### src/rtl/seq_divider_pkg.sv
// Shared types and constants for the sequential restoring divider.
package div_pkg;

    typedef enum logic [1:0] {IDLE, CALC, FIX, DONE} div_state_e;

    function automatic int cnt_width(input int width);
        return $clog2(width + 1);
    endfunction

    // Divide-by-zero quotient: all ones in the low `width` bits.
    function automatic logic [63:0] div0_quotient(input int width);
        return {64{1'b1}} >> (64 - width);
    endfunction

    // Most-negative two's-complement value; also the signed-overflow quotient.
    function automatic logic [63:0] most_negative(input int width);
        return 64'd1 << (width - 1);
    endfunction

    function automatic logic [63:0] overflow_remainder(input int width);
        return 64'd0 & div0_quotient(width);
    endfunction

endpackage

### src/rtl/seq_divider_if.sv
// Operand/result handshake bundle between the issue stage and the divider.
interface seq_divider_if #(parameter int WIDTH = 32);

    logic             in_valid;
    logic             in_ready;
    logic [WIDTH-1:0] dividend;
    logic [WIDTH-1:0] divisor;
    logic             is_signed;
    logic             flush;
    logic             out_valid;
    logic             out_ready;
    logic [WIDTH-1:0] quotient;
    logic [WIDTH-1:0] remainder;

    modport master (
        output in_valid, dividend, divisor, is_signed, flush, out_ready,
        input  in_ready, out_valid, quotient, remainder
    );

    modport slave (
        input  in_valid, dividend, divisor, is_signed, flush, out_ready,
        output in_ready, out_valid, quotient, remainder
    );

endinterface

### src/rtl/seq_divider_step.sv
// One combinational restoring-division iteration on magnitudes, MSB first.
module div_step #(
    parameter int WIDTH = 32
) (
    input  logic [WIDTH-1:0] rem,
    input  logic [WIDTH-1:0] quo,
    input  logic [WIDTH-1:0] divisor_mag,
    output logic [WIDTH-1:0] rem_next,
    output logic [WIDTH-1:0] quo_next
);

    logic [WIDTH:0] shifted;
    logic [WIDTH:0] trial;

    // The extra bit holds the shifted-out remainder MSB, so trial's top bit is its sign.
    assign shifted  = {rem, quo[WIDTH-1]};
    assign trial    = shifted - {1'b0, divisor_mag};
    assign rem_next = trial[WIDTH] ? shifted[WIDTH-1:0] : trial[WIDTH-1:0];
    assign quo_next = {quo[WIDTH-2:0], ~trial[WIDTH]};

endmodule

### src/rtl/seq_divider.sv
// Multi-cycle restoring divider with RISC-V DIV/DIVU/REM/REMU semantics.
module seq_divider
    import div_pkg::*;
#(
    parameter int WIDTH = 32
) (
    input logic          clk,
    input logic          rst,
    seq_divider_if.slave div_bus
);

    localparam int               CNT_W    = cnt_width(WIDTH);
    localparam logic [WIDTH-1:0] ALL_ONES = WIDTH'(div0_quotient(WIDTH));
    localparam logic [WIDTH-1:0] MOST_NEG = WIDTH'(most_negative(WIDTH));
    localparam logic [WIDTH-1:0] OVF_REM  = WIDTH'(overflow_remainder(WIDTH));

    div_state_e       state, state_next;
    logic [CNT_W-1:0] cnt;
    logic [WIDTH-1:0] rem, quo, dmag;
    logic [WIDTH-1:0] rem_step, quo_step;
    logic             neg_q, neg_r;

    logic             accept;
    logic             dvd_neg, dvs_neg;
    logic             div_zero, overflow;
    logic [WIDTH-1:0] dvd_mag, dvs_mag;

    assign accept   = div_bus.in_valid && (state == IDLE) && !div_bus.flush;
    assign dvd_neg  = div_bus.is_signed && div_bus.dividend[WIDTH-1];
    assign dvs_neg  = div_bus.is_signed && div_bus.divisor[WIDTH-1];
    assign dvd_mag  = dvd_neg ? -div_bus.dividend : div_bus.dividend;
    assign dvs_mag  = dvs_neg ? -div_bus.divisor : div_bus.divisor;
    assign div_zero = (div_bus.divisor == '0);
    assign overflow = div_bus.is_signed && (div_bus.dividend == MOST_NEG)
                      && (div_bus.divisor == ALL_ONES);

    div_step #(.WIDTH(WIDTH)) u_step (
        .rem        (rem),
        .quo        (quo),
        .divisor_mag(dmag),
        .rem_next   (rem_step),
        .quo_next   (quo_step)
    );

    always_ff @(posedge clk) begin
        if (rst) state <= IDLE;
        else     state <= state_next;
    end

    always_comb begin
        state_next       = state;
        div_bus.in_ready  = 1'b0;
        div_bus.out_valid = 1'b0;
        case (state)
            IDLE: begin
                div_bus.in_ready = 1'b1;
                if (accept) state_next = (div_zero || overflow) ? DONE : CALC;
            end
            CALC: if (cnt == CNT_W'(1)) state_next = FIX;
            FIX:  state_next = DONE;
            DONE: begin
                div_bus.out_valid = 1'b1;
                if (div_bus.out_ready) state_next = IDLE;
            end
            default: state_next = IDLE;
        endcase
        // Flush overrides both accept and consume.
        if (div_bus.flush) state_next = IDLE;
    end

    always_ff @(posedge clk) begin
        if (rst) begin
            cnt   <= '0;
            rem   <= '0;
            quo   <= '0;
            dmag  <= '0;
            neg_q <= 1'b0;
            neg_r <= 1'b0;
        end else begin
            case (state)
                IDLE: if (accept) begin
                    neg_q <= dvd_neg ^ dvs_neg;
                    neg_r <= dvd_neg;
                    dmag  <= dvs_mag;
                    if (div_zero) begin
                        quo <= ALL_ONES;
                        rem <= div_bus.dividend;
                    end else if (overflow) begin
                        quo <= div_bus.dividend;
                        rem <= OVF_REM;
                    end else begin
                        quo <= dvd_mag;
                        rem <= '0;
                        cnt <= CNT_W'(WIDTH);
                    end
                end
                CALC: begin
                    rem <= rem_step;
                    quo <= quo_step;
                    cnt <= cnt - CNT_W'(1);
                end
                FIX: begin
                    if (neg_q) quo <= -quo;
                    if (neg_r) rem <= -rem;
                end
                default: ;
            endcase
        end
    end

    assign div_bus.quotient  = quo;
    assign div_bus.remainder = rem;

endmodule

### src/flat_wrapper.sv
// flat-port wrapper written by rule: the top's interface ports become plain ports
module seq_divider_flat import div_pkg::*;
#(
    parameter int WIDTH = 32
)
  (clk, rst, div_bus_in_valid, div_bus_dividend, div_bus_divisor, div_bus_is_signed, div_bus_flush, div_bus_out_ready, div_bus_in_ready, div_bus_out_valid, div_bus_quotient, div_bus_remainder);
  seq_divider_if #(.WIDTH(WIDTH)) div_bus_i ();
  input logic clk;
  input logic rst;
  input wire logic [$bits(div_bus_i.in_valid)-1:0] div_bus_in_valid;
  input wire logic [$bits(div_bus_i.dividend)-1:0] div_bus_dividend;
  input wire logic [$bits(div_bus_i.divisor)-1:0] div_bus_divisor;
  input wire logic [$bits(div_bus_i.is_signed)-1:0] div_bus_is_signed;
  input wire logic [$bits(div_bus_i.flush)-1:0] div_bus_flush;
  input wire logic [$bits(div_bus_i.out_ready)-1:0] div_bus_out_ready;
  output wire logic [$bits(div_bus_i.in_ready)-1:0] div_bus_in_ready;
  output wire logic [$bits(div_bus_i.out_valid)-1:0] div_bus_out_valid;
  output wire logic [$bits(div_bus_i.quotient)-1:0] div_bus_quotient;
  output wire logic [$bits(div_bus_i.remainder)-1:0] div_bus_remainder;
  assign div_bus_i.in_valid = div_bus_in_valid;
  assign div_bus_i.dividend = div_bus_dividend;
  assign div_bus_i.divisor = div_bus_divisor;
  assign div_bus_i.is_signed = div_bus_is_signed;
  assign div_bus_i.flush = div_bus_flush;
  assign div_bus_i.out_ready = div_bus_out_ready;
  assign div_bus_in_ready = div_bus_i.in_ready;
  assign div_bus_out_valid = div_bus_i.out_valid;
  assign div_bus_quotient = div_bus_i.quotient;
  assign div_bus_remainder = div_bus_i.remainder;
  seq_divider #(.WIDTH(WIDTH)) u_core (.clk(clk), .rst(rst), .div_bus(div_bus_i));
endmodule
### config.mk
export PLATFORM = sky130hd
export DESIGN_NAME = seq_divider_flat
export DESIGN_NICKNAME = d
export VERILOG_FILES = /design/src/rtl/seq_divider_pkg.sv /design/src/rtl/seq_divider_if.sv /design/src/rtl/seq_divider_step.sv /design/src/rtl/seq_divider.sv /design/src/flat_wrapper.sv
export SDC_FILE = /design/constraint.sdc
export NUM_CORES = 1
export LEC_CHECK = 0
export BUFFER_PORTS_ARGS = -buffer_cell sky130_fd_sc_hd__buf_2
export CAP_MARGIN = 30
export CORE_MARGIN = 2
export CORE_UTILIZATION = 50
export CTS_CLUSTER_DIAMETER = 30
export CTS_CLUSTER_SIZE = 20
export DETAILED_ROUTE_END_ITERATION = 8
export HOLD_SLACK_MARGIN = 0.08
export MAX_ROUTING_LAYER = met4
export PLACE_DENSITY = 0.75
export RECOVER_POWER = 25
export SYNTH_ARGS = -nofsm -noshare
export SYNTH_HDL_FRONTEND = slang
export SYNTH_SLANG_ARGS = --single-unit
### constraint.sdc
create_clock -name clk -period 3.8 [get_ports clk]
set_input_delay 0.57 -clock clk [delete_from_list [all_inputs] [get_ports clk]]
set_output_delay 0.57 -clock clk [all_outputs]
set_load 0.02 [all_outputs]
==> reports/qor.csv, run 1 <==
metric,value,unit
syn_nets,1497,
Root Driver,clkbuf_16,
Synth Cell Area,9920,µm²
Rows,51,
sequential element share of the synthesized area,0.214,
largest net degree at the start of global routing,54,
Max Root-Sink Buffers,2,
chip width,145,µm
wire per inst,18.7,µm
DR pass1 iterations,5,
LEAKAGE,4.55,nW
Port Buf Inserts,135,
Synth warnings,0,
# diodes,0,
Routed Antenna Nets,0,
syn_area_per_cell,7.17,µm²
crit-path max FO,9,
HP Start,u_core.dmag[31],
kind of end point of the critical path,register,
PD cells,362,nW/µm²
CTS tree,yes,
Setup Crit Path Kind,register to register,
via count,11100,
Seq cells post-synth,106,
Final WS setup,0.285,ns
final setup vio count,0,
Initial Util,0.510,
core area,19500,µm²
setup_tns,0,ns
layout cells sized above 1,0.146,
Slew HR,0.341,
WHS Path Cells,2,
most frequent cells in the layout,"nand2_1 (156), nor2_1 (121), a21oi_1 (121), dfxtp_1 (106), buf_2 (95)",
vias in the first global route,9914,
WL final,33.2,mm
number of synthesized flops with an enable pin,0,
Startpoint Class,register,
Final nets,1623,
async set-reset flop share out of synthesis,0,
cells on worst reg2reg path,14,
most common library cell in the layout ignoring fill and taps,nand2_1,
Worst-path clk slew,0.08,ns
I/O pin count,136,
"Arr. time, crit path",3.77,ns
Least-Margin Pin Slew,0.986,ns
Max Cap Viol,0,
worst hold path endpoint,u_core.dmag[31],
Peak supply drop,203,µV
Yosys cell types,79,
WP data required,4.05,ns
vias per cell,6.25,
initial antenna violation count,0,
period utilisation layout,0.925,
hold crit path type,register to register,
Reg2Reg Launch Point,u_core.div_bus.quotient[31],
Fmax achieved,285,MHz
Worst-Skew Late Latency,0.37,ns
global route overflow,0,
flop-to-flop setup slack,0.29,ns
Hold Fails Final Rpt,0,
final hold slack,0.460,ns
Starting DRT DRC Count,1069,
H-tree Lvls,3,
first-pass GRT wire length,52.3,mm
total die area,21000,µm²
DRC viols,0,
Area Overhead vs Synth,14.1,%
total track usage,0.323,
cell count after synthesis,1383,
RD Place Congestion,0.976,
final core occ,0.582,
CTS buffer count,9,
clk_skew,0.0125,ns
DP Worst Slack,0.179,ns
terminus of the critical flop-to-flop path,u_core.div_bus.remainder[18],
Tmin final,3.51,ns
Slew Limit Fails,0,
Most used DFF post-synth,dfxtp_1,
die height,145,µm
hpwl dp,24.9,mm
clock sinks,106,
outcome,completed,
RSZ-0062 raised after global routing,no,
[power by group]
group          internal, W  switching, W  leakage (nW)  total (W)
Combinational     0.000745       0.00111          3.55    0.00185
Sequential         0.00119      0.000104         0.868    0.00129
Clock             0.000454      0.000492         0.131   0.000946
Total              0.00239       0.00171          4.55    0.00409
[layout make-up]
class / instances / area (µm²)
well taps: 265 / 332
multi-input cells: 1126 / 7240
clock buffers: 10 / 229
flip-flops and latches: 106 / 2120
inverters: 68 / 255
repair buffers: 198 / 1090
fillers: 1857 / 8140
clock inverters: 6 / 52.6
[metrics by stage]
stage / total power (W) / cells / area [µm²]
final: 0.00409 / 1779 / 11300
after global routing: 0.00432 / 1779 / 11300
after CTS: 0.00405 / 1775 / 11300
after detailed placement: 0.00311 / 1759 / 11100
after global placement: 0.00309 / 1759 / 11100
after floorplan: 0.00258 / 1383 / 9920
[flip-flops by register name, summed over array words and instances (netlist names)]
register and count:
u_core.div_bus.quotient 32, u_core.state 2, u_core.cnt 6, u_core.neg_q 1, u_core.neg_r 1, u_core.dmag 32, u_core.div_bus.remainder 32
[timing repair]
item / CTS / global route
setup endpoints to repair: 0 / 7
setup buffers: 0 / 4
resized for setup: 0 / 1
hold buffers: 0 / 0
[how the worst max path moves through the flow]
stage,startpoint,end,cells past startpoint
floorplan,u_core.div_bus.quotient[31],u_core.div_bus.remainder[12],14
global placement,u_core.div_bus.quotient[31],u_core.div_bus.remainder[18],14
detailed placement,u_core.div_bus.quotient[31],u_core.div_bus.remainder[18],14
CTS,u_core.div_bus.quotient[31],u_core.div_bus.remainder[18],14
global route,u_core.div_bus.quotient[31],u_core.div_bus.remainder[18],14
finish,u_core.div_bus.quotient[31],u_core.div_bus.remainder[18],14
[worst max-delay path, cell delays in order, from the launching register on]
cell,delay (ns)
dfxtp_1,0.36
inv_1,0.11
ha_1,0.19
inv_1,0.06
fa_1,0.41
a21o_1,0.21
a221oi_2,0.27
a211oi_1,0.20
o31ai_2,0.32
nand3_1,0.18
o211ai_4,0.19
buf_4,0.23
mux2_2,0.33
a221oi_1,0.27
nor3_1,0.08
[synthesized netlist by cell type, types with 12 or more instances]
cell      count  share of area
a221oi_1     13          0.011
a31oi_1      27          0.017
nor2_1      122          0.046
or4_1        12         0.0091
a221o_1      14          0.014
o21ai_1      14         0.0071
xnor2_1      53          0.047
nand3_1      21          0.011
clkbuf_1     72          0.027
inv_1        68          0.026
o211ai_1     23          0.017
nand2b_1     14         0.0088
o21ai_0      87          0.044
mux2_2       15          0.017
o31ai_1      23          0.017
nand2_1     156          0.059
a21o_1       18          0.014
ha_1         43          0.054
a21oi_1     121          0.061
or3_1        17          0.011
nand4_1      15         0.0095
nor3_1       51          0.026
dfxtp_1     106           0.21
a211oi_1     38          0.029
nor4_1       15         0.0095
xor2_1       50          0.044
[routing by layer]
metal | track usage | up-vias | routed length (µm)
li1 | - | 5346 | -
met5 | - | - | 0
met1 | 0.439 | 5123 | 14400
met3 | 0.0408 | 68 | 3170
met2 | 0.500 | 575 | 14900
met4 | 0.103 | 0 | 788
[cells by family after synthesis]
kind of cell / synth area share
AOI/OAI and AO/OA: 0.312
muxes: 0.0271
adders and majority gates: 0.0563
xor gates and xnor gates: 0.0910
DFF: 0.214
buffers and inverters: 0.0587
and+or+nand+nor: 0.241
(Power assumes the default switching activity.)
==> inputs of run 2 (changes only) <==
--- a/config.mk
+++ b/config.mk
@@ -14,7 +14,7 @@
 export DETAILED_ROUTE_END_ITERATION = 8
 export HOLD_SLACK_MARGIN = 0.08
 export MAX_ROUTING_LAYER = met4
-export PLACE_DENSITY = 0.75
+export PLACE_DENSITY = 0.71
 export RECOVER_POWER = 25
 export SYNTH_ARGS = -nofsm -noshare
 export SYNTH_HDL_FRONTEND = slang
==> run 2 against run 1 <==
Net effect: sequential power about the same; global-route usage down 0.14 points; utilization about the same; register-to-register slack worse by 0.096 ns; maximum frequency down 2.7%; clock-buffer cell count up 2; clock skew down 0.00074 ns; combinational power about the same; cell area about the same; die area unchanged; power up 1.5%; worst setup slack worse by 0.096 ns; critical endpoint is now u_core.div_bus.remainder[6].
==> reports/qor.csv, run 2 (synthesis gave the netlist of run 1 again) <==
metric,value,unit,change
outcome,completed,,unchanged
Final nets,1619,,was 1623
global route overflow,0,,unchanged
Slew HR,0.317,,was 0.341
worst hold path endpoint,u_core.dmag[31],,unchanged
flop-to-flop setup slack,0.19,ns,was 0.29 ns
Area Overhead vs Synth,14.2,%,was 14.1%
# Post-CTS Setup Buffers,0,,unchanged
wire per inst,18.6,µm,was 18.7 µm
total track usage,0.322,,was 0.323
LEAKAGE,4.55,nW,about the same
Max Root-Sink Buffers,2,,unchanged
PD cells,367,nW/µm²,was 362 nW/µm²
clk_skew,0.0117,ns,was 0.0125 ns
DRC viols,0,,unchanged
largest net degree at the start of global routing,53,,was 54
most frequent cells in the layout,"nand2_1 (156), nor2_1 (121), a21oi_1 (121), dfxtp_1 (106), buf_2 (94)",,"was nand2_1 (156), nor2_1 (121), a21oi_1 (121), dfxtp_1 (106), buf_2 (95)"
Port Buf Inserts,135,,unchanged
Reg2Reg Launch Point,u_core.div_bus.quotient[31],,unchanged
total die area,21000,µm²,unchanged
hold crit path type,register to register,,unchanged
Fmax achieved,277,MHz,was 285 MHz
crit-path max FO,18,,was 9
HP Start,u_core.dmag[31],,unchanged
Max Cap Viol,0,,unchanged
Initial Util,0.510,,unchanged
Rows,51,,unchanged
Setup Crit Path Kind,register to register,,unchanged
clock sinks,106,,unchanged
RSZ-0062 raised after global routing,no,,unchanged
Placed Instance Area,11100,µm²,unchanged
kind of end point of the critical path,register,,unchanged
setup_tns,0,ns,unchanged
terminus of the critical flop-to-flop path,u_core.div_bus.remainder[6],,was u_core.div_bus.remainder[18]
CTS buffer count,9,,unchanged
Worst-path clk slew,0.08,ns,about the same
final setup vio count,0,,unchanged
cell area after layout,11300,µm²,about the same
DR pass1 iterations,5,,unchanged
via count,10900,,was 11100
PostCTS Resize Cnt,0,,unchanged
Tmin final,3.61,ns,was 3.51 ns
Hold Fails Final Rpt,0,,unchanged
WL final,33.0,mm,was 33.2 mm
Peak supply drop,201,µV,was 203 µV
initial antenna violation count,0,,unchanged
core area,19500,µm²,unchanged
WHS Path Cells,2,,unchanged
vias per cell,6.15,,was 6.25
# diodes,0,,unchanged
RD Place Congestion,0.982,,was 0.976
cells on worst reg2reg path,14,,unchanged
WP data required,4.05,ns,about the same
chip width,145,µm,unchanged
most common library cell in the layout ignoring fill and taps,nand2_1,,unchanged
total power,0.00416,W,was 0.00409 W
final hold slack,0.452,ns,was 0.460 ns
period utilisation layout,0.950,,was 0.925
layout cells sized above 1,0.144,,was 0.146
Startpoint Class,register,,unchanged
CTS tree,yes,,unchanged
Routed Antenna Nets,0,,unchanged
"Arr. time, crit path",3.86,ns,was 3.77 ns
Least-Margin Pin Slew,1.02,ns,was 0.986 ns
Root Driver,clkbuf_16,,unchanged
Starting DRT DRC Count,924,,was 1069
Worst-Skew Late Latency,0.37,ns,about the same
hpwl dp,24.8,mm,was 24.9 mm
first-pass GRT wire length,51.6,mm,was 52.3 mm
final core occ,0.582,,about the same
I/O pin count,136,,unchanged
H-tree Lvls,3,,unchanged
vias in the first global route,9718,,was 9914
die height,145,µm,unchanged
Slew Limit Fails,0,,unchanged
fillers,1883,,was 1857
Post-CTS Hold Fix Bufs,0,,unchanged
==> run 2: cell count changes in the layout (fill, tap and decap cells not counted), sizes merged <==
cell      delta
buf          -3
bufinv       +1
clkbuf       +1
clkinv       -2
clkinvlp     -2
inv          +1
==> run 2: cell type report <==
class | instances | area, µm² | area share
multi-input combinational | 1126 | 7240 | 0.639
sequential | 106 | 2120 | 0.187
timing repair buffer | 194 | 1060 | 0.0939
tap | 265 | 332 | 0.0293
clock buffer | 12 | 256 | 0.0226
inverter | 68 | 255 | 0.0225
clock inverter | 4 | 56.3 | 0.00497
==> run 2: worst max path at each step <==
stage | slack, ns | depth (start not counted) | startpoint | to
detailed placement | 0.16 | 14 | u_core.div_bus.quotient[31] | u_core.div_bus.remainder[6]
global placement | 0.33 | 14 | u_core.div_bus.quotient[31] | u_core.div_bus.remainder[5]
floorplan | 0.41 | 14 | u_core.div_bus.quotient[31] | u_core.div_bus.remainder[12]
global route | 0.05 | 14 | u_core.div_bus.quotient[31] | u_core.div_bus.remainder[5]
CTS | 0.12 | 14 | u_core.div_bus.quotient[31] | u_core.div_bus.remainder[6]
finish | 0.19 | 14 | u_core.div_bus.quotient[31] | u_core.div_bus.remainder[6]
==> run 2: per-layer routing <==
layer  vias to the layer above  global-route usage  share of wire
met5                         -                   -              0
met4                         0              0.0920          0.021
met3                        58              0.0411          0.094
met2                       532               0.510           0.45
met1                      4987               0.431           0.43
li1                       5341                   -              -
==> run 2: where the power goes <==
part           internal [W]  leakage [nW]  switching [W]  total (W)
combinational      0.000730          3.53        0.00110    0.00183
clock              0.000555         0.154       0.000471    0.00103
sequential          0.00119         0.868       0.000105    0.00130
==> run 2: worst max-delay path, stage by stage, from the launching register on <==
cell	delay [ns]
dfxtp_1	0.38
inv_1	0.09
ha_1	0.22
inv_1	0.07
fa_1	0.20
a21o_1	0.15
a221oi_2	0.07
a211oi_1	0.53
o31a_1	0.24
nor2_1	0.07
o211ai_4	0.51
buf_4	0.28
mux2_2	0.35
a221oi_1	0.25
nor3_1	0.08
==> run 2: per-stage QoR <==
stage          cells  worst slack [ns]
2_1_floorplan   1383             0.405
3_3_place_gp    1759             0.325
3_5_place_dp    1759             0.164
4_1_cts         1775             0.120
5_1_grt         1775            0.0503
6_report        1775             0.189
